`config.mk`:
```
export PLATFORM = sky130hd
export DESIGN_NAME = contador_display_mux
export DESIGN_NICKNAME = d
export VERILOG_FILES = /design/src/rtl/contador_pkg.sv /design/src/rtl/bcd_a_7seg.sv /design/src/rtl/contador_display_mux.sv
export SDC_FILE = /design/constraint.sdc
export NUM_CORES = 1
export LEC_CHECK = 0
export BUFFER_PORTS_ARGS = -buffer_cell sky130_fd_sc_hd__buf_2
export CORE_AREA = 3 3 83 85
export CTS_BUF_LIST = sky130_fd_sc_hd__clkbuf_8
export CTS_CLUSTER_SIZE = 30
export DETAILED_ROUTE_END_ITERATION = 6
export DIE_AREA = 0 0 86 88
export PLACE_DENSITY = 0.82
export SKIP_CTS_REPAIR_TIMING = 1
export SYNTH_ARGS = -nofsm -noshare
export SYNTH_HDL_FRONTEND = slang
export SYNTH_SLANG_ARGS = --single-unit
```
`constraint.sdc`:
```
create_clock -name clk -period 3.11 [get_ports clk]
set_clock_uncertainty 0.1 [all_clocks]
set_input_delay 0.622 -clock clk [delete_from_list [all_inputs] [get_ports clk]]
set_output_delay 0.622 -clock clk [all_outputs]
set_load 0.05 [all_outputs]
```
`src/rtl/contador_pkg.sv`:
```
// Shared types, 7-segment codes and digit helpers for the BCD counter/display block.
package contador_pkg;
  typedef logic [3:0] bcd_digit_t;

  // gfedcba, active-high
  localparam logic [6:0] SEG_0   = 7'h3F;
  localparam logic [6:0] SEG_1   = 7'h06;
  localparam logic [6:0] SEG_2   = 7'h5B;
  localparam logic [6:0] SEG_3   = 7'h4F;
  localparam logic [6:0] SEG_4   = 7'h66;
  localparam logic [6:0] SEG_5   = 7'h6D;
  localparam logic [6:0] SEG_6   = 7'h7D;
  localparam logic [6:0] SEG_7   = 7'h07;
  localparam logic [6:0] SEG_8   = 7'h7F;
  localparam logic [6:0] SEG_9   = 7'h6F;
  localparam logic [6:0] SEG_OFF = 7'h00;

  function automatic bcd_digit_t clamp_bcd(input bcd_digit_t d);
    return (d > 4'd9) ? 4'd9 : d;
  endfunction
endpackage

```
`src/rtl/bcd_a_7seg.sv`:
```
// Combinational BCD digit to gfedcba decoder with a blanking input.
module bcd_a_7seg
  import contador_pkg::*;
(
  input  bcd_digit_t  digit_i,
  input  logic        blank_i,
  output logic [6:0]  seg_o
);
  always_comb begin
    seg_o = SEG_OFF;
    if (!blank_i) begin
      unique case (digit_i)
        4'd0:    seg_o = SEG_0;
        4'd1:    seg_o = SEG_1;
        4'd2:    seg_o = SEG_2;
        4'd3:    seg_o = SEG_3;
        4'd4:    seg_o = SEG_4;
        4'd5:    seg_o = SEG_5;
        4'd6:    seg_o = SEG_6;
        4'd7:    seg_o = SEG_7;
        4'd8:    seg_o = SEG_8;
        4'd9:    seg_o = SEG_9;
        default: seg_o = SEG_OFF;
      endcase
    end
  end
endmodule

```
`src/rtl/contador_display_mux.sv`:
```
// N-digit BCD up/down counter with prescaled tick and a registered,
// multiplexed 7-segment scan driver.
module contador_display_mux
  import contador_pkg::*;
#(
  parameter int DIGITS         = 4,
  parameter int COUNT_DIV      = 1000000,
  parameter int SCAN_DIV       = 1000,
  parameter int SEG_ACTIVE_LOW = 0,
  parameter int SEL_ACTIVE_LOW = 0
) (
  input  logic                  clk,
  input  logic                  rst,
  input  logic                  en,
  input  logic                  up_dn,
  input  logic                  clear,
  input  logic                  load,
  input  logic [4*DIGITS-1:0]   load_val,
  input  logic                  blank_lz,
  output logic [7:0]            seg,
  output logic [DIGITS-1:0]     sel,
  output logic [4*DIGITS-1:0]   count_bcd,
  output logic                  wrap
);
  localparam int CW = (COUNT_DIV > 1) ? $clog2(COUNT_DIV) : 1;
  localparam int SW = (SCAN_DIV > 1) ? $clog2(SCAN_DIV) : 1;
  localparam int IW = (DIGITS > 1) ? $clog2(DIGITS) : 1;
  localparam logic SEG_INV = (SEG_ACTIVE_LOW != 0);
  localparam logic SEL_INV = (SEL_ACTIVE_LOW != 0);

  logic [CW-1:0]             presc_q;
  logic [SW-1:0]             scan_q;
  logic [IW-1:0]             idx_q;
  bcd_digit_t [DIGITS-1:0]   cnt_q, cnt_d, inc, dec;
  logic                      wrap_q, wrap_d, carry, borrow, tick, scan_end;
  logic [DIGITS-1:0]         lz;
  logic [6:0]                seg7;
  logic                      blank;
  logic [7:0]                seg_q;
  logic [DIGITS-1:0]         sel_q;

  assign tick     = (presc_q == CW'(COUNT_DIV - 1));
  assign scan_end = (scan_q == SW'(SCAN_DIV - 1));

  // Ripple increment/decrement; carry/borrow out of the top digit is the wrap.
  always_comb begin
    carry  = 1'b1;
    borrow = 1'b1;
    inc    = cnt_q;
    dec    = cnt_q;
    for (int i = 0; i < DIGITS; i++) begin
      if (carry) begin
        if (cnt_q[i] >= 4'd9) inc[i] = 4'd0;
        else begin inc[i] = cnt_q[i] + 4'd1; carry = 1'b0; end
      end
      if (borrow) begin
        if (cnt_q[i] == 4'd0) dec[i] = 4'd9;
        else begin dec[i] = cnt_q[i] - 4'd1; borrow = 1'b0; end
      end
    end
  end

  always_comb begin
    cnt_d  = cnt_q;
    wrap_d = 1'b0;
    if (clear) cnt_d = '0;
    else if (load) begin
      for (int i = 0; i < DIGITS; i++) cnt_d[i] = clamp_bcd(load_val[4*i +: 4]);
    end else if (tick && en) begin
      cnt_d  = up_dn ? inc : dec;
      wrap_d = up_dn ? carry : borrow;
    end
  end

  // lz[i]: digits i..DIGITS-1 are all zero
  always_comb begin
    logic allz;
    allz = 1'b1;
    lz   = '0;
    for (int i = DIGITS - 1; i >= 0; i--) begin
      allz  = allz && (cnt_q[i] == 4'd0);
      lz[i] = allz;
    end
  end

  assign blank = blank_lz && (idx_q != '0) && lz[idx_q];

  bcd_a_7seg u_dec (
    .digit_i (cnt_q[idx_q]),
    .blank_i (blank),
    .seg_o   (seg7)
  );

  always_ff @(posedge clk) begin
    if (rst) begin
      presc_q <= '0;
      scan_q  <= '0;
      idx_q   <= '0;
      cnt_q   <= '0;
      wrap_q  <= 1'b0;
      seg_q   <= {8{SEG_INV}};
      sel_q   <= {DIGITS{SEL_INV}};
    end else begin
      presc_q <= tick ? '0 : presc_q + CW'(1);
      scan_q  <= scan_end ? '0 : scan_q + SW'(1);
      if (scan_end) idx_q <= (idx_q == IW'(DIGITS - 1)) ? '0 : idx_q + IW'(1);
      cnt_q   <= cnt_d;
      wrap_q  <= wrap_d;
      seg_q   <= {1'b0, seg7} ^ {8{SEG_INV}};
      sel_q   <= (DIGITS'(1) << idx_q) ^ {DIGITS{SEL_INV}};
    end
  end

  assign count_bcd = cnt_q;
  assign wrap      = wrap_q;
  assign seg       = seg_q;
  assign sel       = sel_q;
endmodule

```
==> results.yml, run 1 <==
finish:
  drive_above_1_share_pct: 18.0
  multi_input_area_sq_um: 2330
  fillers: 512
  diodes: 0
  final_nets: 523
  regArea_sq_um: 1200
  syn2layout_area_growth_pct: 12.8
worst_setup_path:
  r2r-end: "count_bcd[10]"
  cp_cell_sequence: "inv_1 > ha_1 > nor3b_1 > o21ba_1 > or3_1 > or3_1 > a21oi_1"
  crit_arrival_ns: 2.75
  critPathLaunchType: "flop"
  cpPeakStageDelay_ns: 0.51
  crit_path_max_fanout: 10
  reg2reg_slack_ns: 0.52
  slowest_stage: "dfxtp_1"
  crit_top_cell: "or3_1"
  timing.rr.start: "count_bcd[4]"
  r2r_cells: 7
  worstSetupEndpointType: "flop"
  critPathRequiredTime_ns: 3.27
  path_class: "flop to flop"
sta:
  worst_slack_ns: 0.522
  slew_viol_final: 0
  final-setup-viol-count: 0
  rsz0062_at_grt: "false"
  hold_viol_final: 0
  min_period_over_period_pct: 83.2
  finalSetupTns_ns: 0
  slew_headroom_pct: 31.5
  fin_crit_ns: 2.59
  fmax_mhz: 386
  tightestPinTransition_ns: 1.02
power_and_ir_drop:
  p_leak_nw: 1.70
  vdd_drop_max_uv: 329
  power_density_nw_per_um2: 452
clock_network:
  cts_buffer_depth: 2
  cts_tree: "done"
  clkSinkCount: 60
  cts-root-buf: "clkbuf_8"
  cts.clk_slew.worst_paths_ns: 0.08
  htreeDepth: 3
  cts-buffers-inserted: 9
  insertion_delay_ns: 0.34
synthesis:
  synth_fp_nets: 483
  netlist_area_sq_um: 3730
  synth_edf_count: 0
  ys_types: 75
  seq_area_frac_synth_pct: 32.2
  synth.yosys.warnings: 0
  ys_ff_latch: 60
  synthCells: 437
  ys.flop_type: "dfxtp_1"
  async_flop_share_pct: 0
  syn_area_per_cell_sq_um: 8.53
global_route:
  grt_pass1_vias: 3132
  antenna_found_initial: 0
  grt_max_degree: 21
  grt.total_usage_pct: 24.4
  grt_pass1_wl_um: 14700
  gr-total-overflow: 0
hold_path:
  hold_path.class: "flop to flop"
  hp-start: "scan_q[0]"
  hold_end: "scan_q[0]"
  hold_depth: 1
routing:
  wl_per_cell_um: 15.9
  dr_total_vias: 3379
  dr.pass1.iters: 5
  drt-vias-per-instance: 6.04
  drtIter0Drc: 258
  drtAntennaViolNets: 0
  wl_um: 8860
  drc: 0
die:
  dieArea_sq_um: 7570
  start_util_pct: 59.4
  ios: 52
  die_x_um: 86
  die_h_um: 88
  num_rows: 29
  core-area_sq_um: 6280
flow_run:
  cap_violations: 0
place:
  routabilityCongestion: 1.07
  portBuffers: 50
  pre_cts_slack_ns: 0.579
  hpwlAfterDp_um: 6380
outcome:
  status: "finished, final reports clean"
area by class of cell:
| type | count | share of cell area [%] |
|---|---|---|
| flip-flops and latches | 60 | 28.6 |
| clock inverters | 6 | 2.08 |
| repair buffers | 53 | 6.49 |
| clock buffers | 10 | 3.27 |
| well taps | 77 | 2.29 |
| multi-input cells | 333 | 55.5 |
| inverters | 20 | 1.79 |
worst max-delay path: cells and delay by family, from the launching register on:
kind,cells,cell delay (ns)
AOI/OAI and AO/OA,2,0.41
adders and majority gates,1,0.29
buffers and inverters,1,0.11
DFF,1,0.51
and+or+nand+nor,3,1.09
routing by layer:
metal | track usage, % | up-vias | wire, um
met5 | 0 | - | 0
met1 | 29.9 | 1567 | 3750
met3 | 5.46 | 28 | 520
met4 | 12.4 | 0 | 265
met2 | 40.3 | 143 | 4330
li1 | - | 1641 | -
how the worst max path moves through the flow:
stage	from	to	depth (start not counted)
floorplan	count_bcd[4]	count_bcd[11]	8
global placement	load	count_bcd[11]	6
detailed placement	count_bcd[4]	count_bcd[10]	7
CTS	count_bcd[4]	count_bcd[10]	7
finish	count_bcd[4]	count_bcd[10]	7
global route	count_bcd[4]	count_bcd[9]	7
synthesized netlist by cell type (all sizes together), types with 2 or more instances:
| cell | count | area, sq um |
|---|---|---|
| nor2b | 6 | 37.5 |
| a31oi | 2 | 12.5 |
| or4b | 2 | 20.0 |
| clkbuf | 12 | 45.0 |
| or3 | 8 | 50.1 |
| xnor2 | 15 | 131 |
| o311ai | 2 | 17.5 |
| mux4 | 4 | 90.1 |
| a2111oi | 2 | 17.5 |
| nand4 | 5 | 31.3 |
| o31ai | 4 | 30.0 |
| nor3 | 11 | 60.1 |
| nand3 | 15 | 75.1 |
| o21ba | 2 | 20.0 |
| nor4 | 5 | 31.3 |
| inv | 20 | 75.1 |
| nand3b | 2 | 15.0 |
| and3b | 2 | 17.5 |
| nor2 | 47 | 179 |
| a21oi | 21 | 105 |
| dfxtp | 60 | 1200 |
| a31o | 2 | 17.5 |
| or3b | 3 | 26.3 |
| o21a | 5 | 37.5 |
| a221oi | 4 | 35.0 |
| a222oi | 3 | 30.0 |
| nor3b | 7 | 73.8 |
| or2 | 2 | 12.5 |
| o22ai | 4 | 25.0 |
| a211oi | 5 | 42.5 |
| and2 | 9 | 56.3 |
| nand2b | 8 | 50.1 |
| and3 | 7 | 43.8 |
| or4 | 2 | 15.0 |
| o21ai | 18 | 90.1 |
| buf | 12 | 71.3 |
| mux2i | 10 | 100 |
| ha | 23 | 288 |
| nand2 | 27 | 101 |
| xor2 | 18 | 158 |
cell families (layout without fill, tap and decap cells):
kind of cell / count (synthesis) / count (layout) / synth area share, %
AND/OR/NAND/NOR: 173 / 173 / 25.3
AO/OA/AOI/OAI: 89 / 89 / 16.7
flip-flops: 60 / 60 / 32.2
buffers and inverters: 44 / 89 / 5.14
XOR/XNOR: 33 / 33 / 7.75
adder cells (fa/ha/maj): 23 / 23 / 7.72
multiplexers: 14 / 14 / 5.10
other: 1 / 1 / 0.101
report_power, final:
group	switching (mW)	internal, mW
logic	0.187	0.0993
registers	0.0241	0.792
clock network	0.325	0.473
total	0.537	1.36
state kept, by name, summed over array words and instances (netlist names):
register	flops
seg	7
presc_q	20
wrap	1
scan_q	10
count_bcd	16
idx_q	2
sel	4
layout by cell type, fill, tap and decap left out, drive strengths merged, types with 11 or more instances in the layout:
cell,netlist,routed
a21oi,21,21
buf,12,53
dfxtp,60,60
ha,23,23
inv,20,20
nand2,27,27
nand3,15,15
nor2,47,47
nor3,11,11
o21ai,18,18
xnor2,15,15
xor2,18,18
through the flow:
stage	area, sq um	hold slack [ns]	utilization, %	power (mW)	instances
finish	4210	0.339	67.0	1.90	559
global placement	3980	0.326	63.4	1.11	543
global route	4210	0.394	67.0	1.97	559
floorplan	3730	0.313	-	1.04	437
detailed placement	3980	0.333	63.4	1.12	543
CTS	4210	0.343	67.0	1.91	559
Note: power is estimated with default switching activity, not from simulation.
==> run 2: changes to the inputs <==
Clock period 3.11 ns to 2.46 ns, I/O delays scaled along.
==> results.yml, run 2 (same netlist as run 1, synthesis figures left out) <==
finish:
  drive_above_1_share_pct: 21.1
  syn2layout_area_growth_pct: 15.7
  largest_reg_flops: 20
  final_nets: 535
  diodes: 0
  final_common_cell: "dfxtp_1"
  regMostFlops: "presc_q"
  final_cell_mix: "dfxtp_1 (56), buf_2 (50), nor2_1 (46)"
worst_setup_path:
  reg2reg_slack_ns: 0.1
  r2r_cells: 7
  timing.rr.start: "count_bcd[5]"
  worstSetupStartpoint: "count_bcd[5]"
  critPathLaunchType: "flop"
  critPathRequiredTime_ns: 2.63
  crit_path_max_fanout: 8
  r2r-end: "count_bcd[9]"
  path_class: "flop to flop"
  crit_arrival_ns: 2.53
  endpoint: "count_bcd[9]"
  worstSetupEndpointType: "flop"
global_route:
  grt.total_usage_pct: 24.9
  antenna_found_initial: 0
  grt_max_degree: 21
  grt_pass1_vias: 3208
  grt_pass1_wl_um: 14900
  gr-total-overflow: 0
power_and_ir_drop:
  p_leak_nw: 1.77
  vdd_drop_max_uv: 480
  power_mw: 2.36
  power_density_nw_per_um2: 548
outcome:
  status: "complete, but fails checks"
  failed_checks: "DRC"
clock_network:
  insertion_delay_ns: 0.35
  cts.clk_slew.worst_paths_ns: 0.07
  cts_tree: "done"
  cts_buffer_depth: 2
  cts-root-buf: "clkbuf_8"
  htreeDepth: 3
  clkSinkCount: 60
  cts-buffers-inserted: 9
place:
  routabilityCongestion: 1.02
  hpwlAfterDp_um: 6660
  portBuffers: 50
sta:
  finalSetupTns_ns: 0
  tightestPinTransition_ns: 0.516
  rsz0062_at_grt: "false"
  slew_viol_final: 0
  slew_headroom_pct: 64.7
  hold_ws_ns: 0.339
  hold_viol_final: 0
  fin_crit_ns: 2.36
  final-setup-viol-count: 0
  min_period_over_period_pct: 96.0
  fmax_mhz: 423
routing:
  wl_um: 9230
  drtAntennaViolNets: 0
  drt-vias-per-instance: 6.02
  drtIter0Drc: 252
  wl_per_cell_um: 16.2
  drc: 1
  dr.pass1.iters: 7
  dr_total_vias: 3436
die:
  ios: 52
  core-area_sq_um: 6280
  die_h_um: 88
  dieArea_sq_um: 7570
  num_rows: 29
  start_util_pct: 59.4
  die_x_um: 86
flow_run:
  cap_violations: 0
hold_path:
  hold_path.class: "flop to flop"
==> run 2: cell count changes in the layout (fill, tap and decap cells not counted), moves of 2 or more <==
cell      before  now
buf_4          3   15
clkbuf_8      10   12
dfxtp_1       60   56
dfxtp_2        0    4
==> run 2: layout make-up <==
cell class	count	area, sq um
clock buffer	12	165
multi-input combinational	333	2360
inverter	20	75.1
timing repair buffer	65	363
tap	77	96.3
clock inverter	4	47.5
fill	507	1960
sequential	60	1210
==> run 2: how the worst min path moves through the flow <==
stage               depth (start not counted)         to  slack [ns]  startpoint
global route                                1  scan_q[0]        0.36   scan_q[0]
CTS                                         1  scan_q[0]        0.34   scan_q[0]
detailed placement                          1  scan_q[0]        0.33   scan_q[0]
global placement                            1  scan_q[0]        0.32   scan_q[0]
floorplan                                   1  scan_q[0]        0.31   scan_q[0]
finish                                      1  scan_q[0]        0.34   scan_q[0]
==> run 2: critical path: stages, from the launching register on <==
cell and delay, ns:
dfxtp_2 0.41, inv_1 0.11, ha_1 0.28, nor3b_1 0.20, o21ba_1 0.24, or3_4 0.44, or3_1 0.35, a21oi_1 0.16
==> run 2: where the power goes <==
group | switching [mW] | internal [mW]
clock network | 0.404 | 0.547
registers | 0.0251 | 1.00
logic | 0.248 | 0.137
total | 0.677 | 1.69
==> run 2: stage by stage <==
stage	area (sq um)	std cells	util [%]	setup slack [ns]
floorplan	3730	437	-	0.0577
global placement	4080	555	64.9	0.159
detailed placement	4080	555	64.9	0.0713
CTS	4290	571	68.3	0.0492
global route	4310	571	68.7	0.000536
finish	4310	571	68.7	0.0972
==> run 2: layer usage <==
metal	share of wire [%]	global-route usage, %	vias up
li1	-	-	1671
met1	41	28.8	1610
met2	50	44.2	135
met3	6.6	5.55	20
met4	2.5	10.8	0
met5	0	0	-
